[config.mk]
export PLATFORM = sky130hd
export DESIGN_NAME = stump_control_ws
export DESIGN_NICKNAME = d
export VERILOG_FILES = /design/src/rtl/stump_control_ws.sv
export SDC_FILE = /design/constraint.sdc
export NUM_CORES = 1
export LEC_CHECK = 0
export BUFFER_PORTS_ARGS = -buffer_cell sky130_fd_sc_hd__buf_2
export CAP_MARGIN = 40
export CELL_PAD_IN_SITES_DETAIL_PLACEMENT = 0
export CELL_PAD_IN_SITES_GLOBAL_PLACEMENT = 1
export CORE_ASPECT_RATIO = 0.75
export CORE_MARGIN = 5
export CORE_UTILIZATION = 29
export DETAILED_ROUTE_END_ITERATION = 12
export GPL_TIMING_DRIVEN = 0
export PLACE_DENSITY = 0.8
export SLEW_MARGIN = 25
export SYNTH_ARGS = -nofsm -noshare
export SYNTH_HDL_FRONTEND = slang
export SYNTH_SLANG_ARGS = --single-unit
[constraint.sdc]
create_clock -name clk -period 1.7 [get_ports clk]
set_input_delay 0.085 -clock clk [delete_from_list [all_inputs] [get_ports clk]]
set_output_delay 0.085 -clock clk [all_outputs]
set_load 0.03 [all_outputs]
[src/rtl/stump_control_ws.sv]
// Multi-cycle Stump control unit with memory wait states and internal branch evaluation.
// Optional performance counters are enabled by defining STUMP_CTRL_PERF_EN.
module stump_control_ws #(
  parameter int MEM_WAIT = 0
`ifdef STUMP_CTRL_PERF_EN
  ,
  parameter int CNT_W    = 16
`endif
) (
  input  logic        clk,
  input  logic        rst,
  input  logic [15:0] ir,
  input  logic [3:0]  cc,
  input  logic        mem_ready,
  output logic        fetch,
  output logic        execute,
  output logic        memory,
  output logic        ir_en,
  output logic        ext_op,
  output logic        reg_write,
  output logic [2:0]  dest,
  output logic [2:0]  srcA,
  output logic [2:0]  srcB,
  output logic [1:0]  shift_op,
  output logic        opB_mux_sel,
  output logic [2:0]  alu_func,
  output logic        cc_en,
  output logic        mem_ren,
  output logic        mem_wen
`ifdef STUMP_CTRL_PERF_EN
  ,
  output logic [CNT_W-1:0] instr_count,
  output logic [CNT_W-1:0] stall_count
`endif
);

  typedef enum logic [1:0] {S_RST, FETCH, EXECUTE, MEMORY} state_t;

  localparam logic [3:0] WAIT_MAX = 4'(MEM_WAIT);

  state_t     state;
  logic [3:0] wait_cnt;
  logic       done;
  logic       taken;

  logic [2:0] op;
  logic       s_bit;
  logic       t_bit;
  logic [2:0] rd;
  logic [2:0] ra;
  logic [2:0] rb;
  logic [1:0] sh;
  logic [3:0] cond;

  assign op    = ir[15:13];
  assign s_bit = ir[12];
  assign t_bit = ir[11];
  assign rd    = ir[10:8];
  assign ra    = ir[7:5];
  assign rb    = ir[4:2];
  assign sh    = ir[1:0];
  assign cond  = ir[11:8];

  assign done = (wait_cnt == WAIT_MAX) && mem_ready;

  // The wait counter restarts whenever an access state is entered and holds at MEM_WAIT.
  always_ff @(posedge clk) begin
    if (!rst) begin
      state    <= S_RST;
      wait_cnt <= '0;
    end else begin
      case (state)
        S_RST: begin
          state    <= FETCH;
          wait_cnt <= '0;
        end
        FETCH: begin
          if (done) state <= EXECUTE;
          else if (wait_cnt != WAIT_MAX) wait_cnt <= wait_cnt + 4'd1;
        end
        EXECUTE: begin
          wait_cnt <= '0;
          state    <= (op == 3'd6) ? MEMORY : FETCH;
        end
        MEMORY: begin
          if (done) begin
            state    <= FETCH;
            wait_cnt <= '0;
          end else if (wait_cnt != WAIT_MAX) begin
            wait_cnt <= wait_cnt + 4'd1;
          end
        end
        default: begin
          state    <= S_RST;
          wait_cnt <= '0;
        end
      endcase
    end
  end

  always_comb begin
    taken = 1'b0;
    case (cond)
      4'h0: taken = 1'b1;
      4'h1: taken = 1'b0;
      4'h2: taken = !cc[0] && !cc[2];
      4'h3: taken = cc[0] || cc[2];
      4'h4: taken = !cc[0];
      4'h5: taken = cc[0];
      4'h6: taken = !cc[2];
      4'h7: taken = cc[2];
      4'h8: taken = !cc[1];
      4'h9: taken = cc[1];
      4'hA: taken = !cc[3];
      4'hB: taken = cc[3];
      4'hC: taken = (cc[3] == cc[1]);
      4'hD: taken = (cc[3] != cc[1]);
      4'hE: taken = !cc[2] && (cc[3] == cc[1]);
      4'hF: taken = cc[2] || (cc[3] != cc[1]);
      default: taken = 1'b0;
    endcase
  end

  always_comb begin
    fetch       = (state == FETCH);
    execute     = (state == EXECUTE);
    memory      = (state == MEMORY);
    ir_en       = 1'b0;
    ext_op      = 1'b0;
    reg_write   = 1'b0;
    dest        = 3'd0;
    srcA        = 3'd0;
    srcB        = 3'd0;
    shift_op    = 2'd0;
    opB_mux_sel = 1'b0;
    alu_func    = 3'd0;
    cc_en       = 1'b0;
    mem_ren     = 1'b0;
    mem_wen     = 1'b0;
    case (state)
      FETCH: begin
        mem_ren = 1'b1;
        srcA    = 3'd7;
        if (done) begin
          ir_en     = 1'b1;
          reg_write = 1'b1;
          dest      = 3'd7;
        end
      end
      EXECUTE: begin
        if (op == 3'd7) begin
          srcA        = 3'd7;
          opB_mux_sel = 1'b1;
          ext_op      = 1'b1;
          dest        = 3'd7;
          reg_write   = taken;
        end else begin
          srcA = ra;
          if (t_bit) begin
            opB_mux_sel = 1'b1;
          end else begin
            srcB     = rb;
            shift_op = sh;
          end
          // op 6 only forms the LD/ST address, so it writes neither a register nor flags.
          if (op != 3'd6) begin
            alu_func  = op;
            dest      = rd;
            reg_write = 1'b1;
            cc_en     = s_bit;
          end
        end
      end
      MEMORY: begin
        if (s_bit) begin
          mem_wen = 1'b1;
          srcB    = rd;
        end else begin
          mem_ren = 1'b1;
          if (done) begin
            reg_write = 1'b1;
            dest      = rd;
          end
        end
      end
      default: ;
    endcase
  end

`ifdef STUMP_CTRL_PERF_EN
  always_ff @(posedge clk) begin
    if (!rst) begin
      instr_count <= '0;
      stall_count <= '0;
    end else begin
      if (((state == EXECUTE) && (op != 3'd6)) || ((state == MEMORY) && done))
        instr_count <= instr_count + 1'b1;
      if (((state == FETCH) || (state == MEMORY)) && !done)
        stall_count <= stall_count + 1'b1;
    end
  end
`endif

endmodule

==> impl_metrics.ini <==
[status]
status = finished with violations
violations = negative setup slack

[yosys]
synth_edf_count = 0
synth.cell_area_sq_um = 810.8
synth.avg_cell_area_sq_um = 7.304
ys_seq_area_share_pct = 14.81
synth-seq-cells = 6
synthCells = 111
ys_async_sr_fraction_pct = 0
synth_cell_types = 39
yosysWarnings = 0
syn_nets = 141
ys.flop_type = dfxtp_1

[sta]
hold_violations = 0
timing.final.crit_share_pct = 101.7
rsz0062_at_grt = yes
skew_ns = 0.004314
finalSetupViolations = 2
holdWs_ns = 0.1347
max_freq_ghz = 0.5787
final-max-slew-violation-count = 0
min_period_ns = 1.728
relSlewSlack_pct = 71.20
setup_ws_ns = -0.02812
worstMarginPinSlew_ns = 0.4275

[layout]
layout-drive-gt1-share_pct = 54.76
regArea_sq_um = 127.6
final_area_sq_mm = 0.001365
multi_input_area_sq_um = 788.3
fillers = 256
diodes = 0
areaGrowthSynthToFinish_pct = 68.36
layout.nets = 200

[floorplan]
initial_core_util_pct = 30.68
ios = 47
rows = 16
core_area_sq_mm = 0.002643
dieArea_sq_mm = 0.003964
die_h_um = 55.79
die_x_um = 71.06

[global_route]
grt_max_degree = 11
gr-total-overflow = 0
antenna_found_initial = 0
grt_pass1_wl_um = 4298
grt_pass1_vias = 989
track_usage_pct = 13.12

[worst_hold_path]
hp-class = in2reg

[placed_design]
port_buffers = 44
place_area_sq_mm = 0.001132
hpwl_um = 2098
dp_slack_ns = -0.07793
gp_congestion = 0.6997

[setup_path]
timing_worst_setup_path_type = reg2out
path_max_fanout = 4
cp_data_arrival_time_ns = 1.64
cp-start-kind = register
crit_path_end_kind = output port
required_ns = 1.62

[pwr]
p_leak_nw = 0.6298
peakVddDrop_mv = 0.3157
power_density_mw_per_mm2 = 527.0

[detailed_routing]
drt_wl_total_um = 2768
post_drt_wl_per_cell_um = 13.57
ant_nets = 0
viasPerCell = 5.044
drc = 0
drtIter0Drc = 52
first_pass_iters = 4
num_vias = 1029

[clock_network]
clock_path_buffers = 2
cts_tree = built
cts.htree.levels = 1
cts_buffers = 3
clk_latency_ns = 0.23
clk_pin_slew_worst_paths_ns = 0.04
post_cts_hold_buffer_count = 0
cts.root.buffer_cell = clkbuf_8
clkSinkCount = 6

[job]
drv_cap = 0
logic make-up (layout without fill, tap and decap cells):
family	Yosys count	after routing	share of synthesized area, %
mux	4	4	5.709
xor+xnor	4	4	4.322
compound gates	33	33	27.31
fa+ha+maj	7	7	10.80
simple gates	47	47	31.79
buf+inv	10	67	5.247
flops	6	6	14.82
cell usage in the layout, fill, tap and decap left out, types with 4 or more instances in the layout:
cell     Yosys  final
a22o_1       4      4
buf_2        1     40
a21oi_1      7      4
o21ai_0      5      4
nand2_1     16     13
nor2_1       9      6
buf_4        1     13
ha_4         0      4
and3_1       4      4
nor2b_1      4      4
state kept, by name, indices dropped and copies added, names as in the netlist:
signal,cells
state,2
wait_cnt,4
area by class of cell:
type	count	area share, %
Buffer	4	1.558
Clock buffer	3	3.025
Inverter	6	1.650
Multi-Input combinational cell	95	57.75
Sequential cell	6	9.349
Tap cell	36	3.300
Timing Repair Buffer	54	23.37
report_power, final:
part / total (mW) / switching [mW] / internal [mW]
logic: 0.340 / 0.208 / 0.132
clock network: 0.220 / 0.0673 / 0.153
registers: 0.160 / 0.0116 / 0.148
total: 0.719 / 0.287 / 0.432
synth_stat cells, drive strengths merged, types with 2 or more instances:
cell	instances	area (sq um)
nand4b	2	17.52
clkbuf	2	7.510
nor3b	2	26.28
o211ai	3	22.52
nor2	9	33.78
a21boi	4	30.03
o21ai	7	35.03
nand2	17	71.32
a22o	4	35.03
and3	4	25.02
mux2	2	26.27
a21oi	7	35.03
dfxtp	6	120.1
nor2b	4	25.02
nand3	2	10.01
inv	6	22.52
ha	7	87.58
mux2i	2	20.02
and2	2	12.51
buf	2	12.51
o2111ai	2	17.52
a31oi	2	12.51
xnor2	3	26.28
final timing paths:
check             depth (start not counted)  slack [ns]   startpoint          end
setup / recovery                          8       -0.03  wait_cnt[0]      dest[1]
hold / removal                            2        0.13          rst     state[0]
setup reg to reg                          8        0.08  wait_cnt[0]  wait_cnt[1]
hold reg to reg                           1        0.58     state[0]     state[0]
per-layer routing:
layer	wire length (um)	GRT usage [%]	vias up	share of wire, %
li1	-	-	520	-
met1	1219	15.39	464	44
met2	1328	23.25	39	48
met3	172	2.888	6	6.2
met4	48	4.558	0	1.7
met5	0	0	-	0
what timing repair did:
item                                    CTS  global route
endpoints found under the setup margin   11             7
pin swaps                                 9             2
setup buffers                             6             4
resized for setup                        28             9
worst max-delay path: stages, from the launching register on:
cell and delay (ns):
dfxtp_2 0.32, inv_2 0.08, ha_4 0.12, nor3b_4 0.22, nand2_4 0.10, o21ai_4 0.18
nand2_2 0.09, a21oi_4 0.15, buf_6 0.14
per-stage QoR:
step | TNS (ns) | util, % | cells | total power, mW
detailed placement | -0.2159 | 42.85 | 191 | 0.4609
CTS | -0.002832 | 49.43 | 200 | 0.7122
floorplan | -0.006046 | - | 111 | 0.3660
global route | -0.3001 | 51.66 | 204 | 0.7599
finish | -0.04245 | 51.66 | 204 | 0.7194
global placement | -0.1160 | 42.85 | 191 | 0.4516
(Power assumes the default switching activity.)
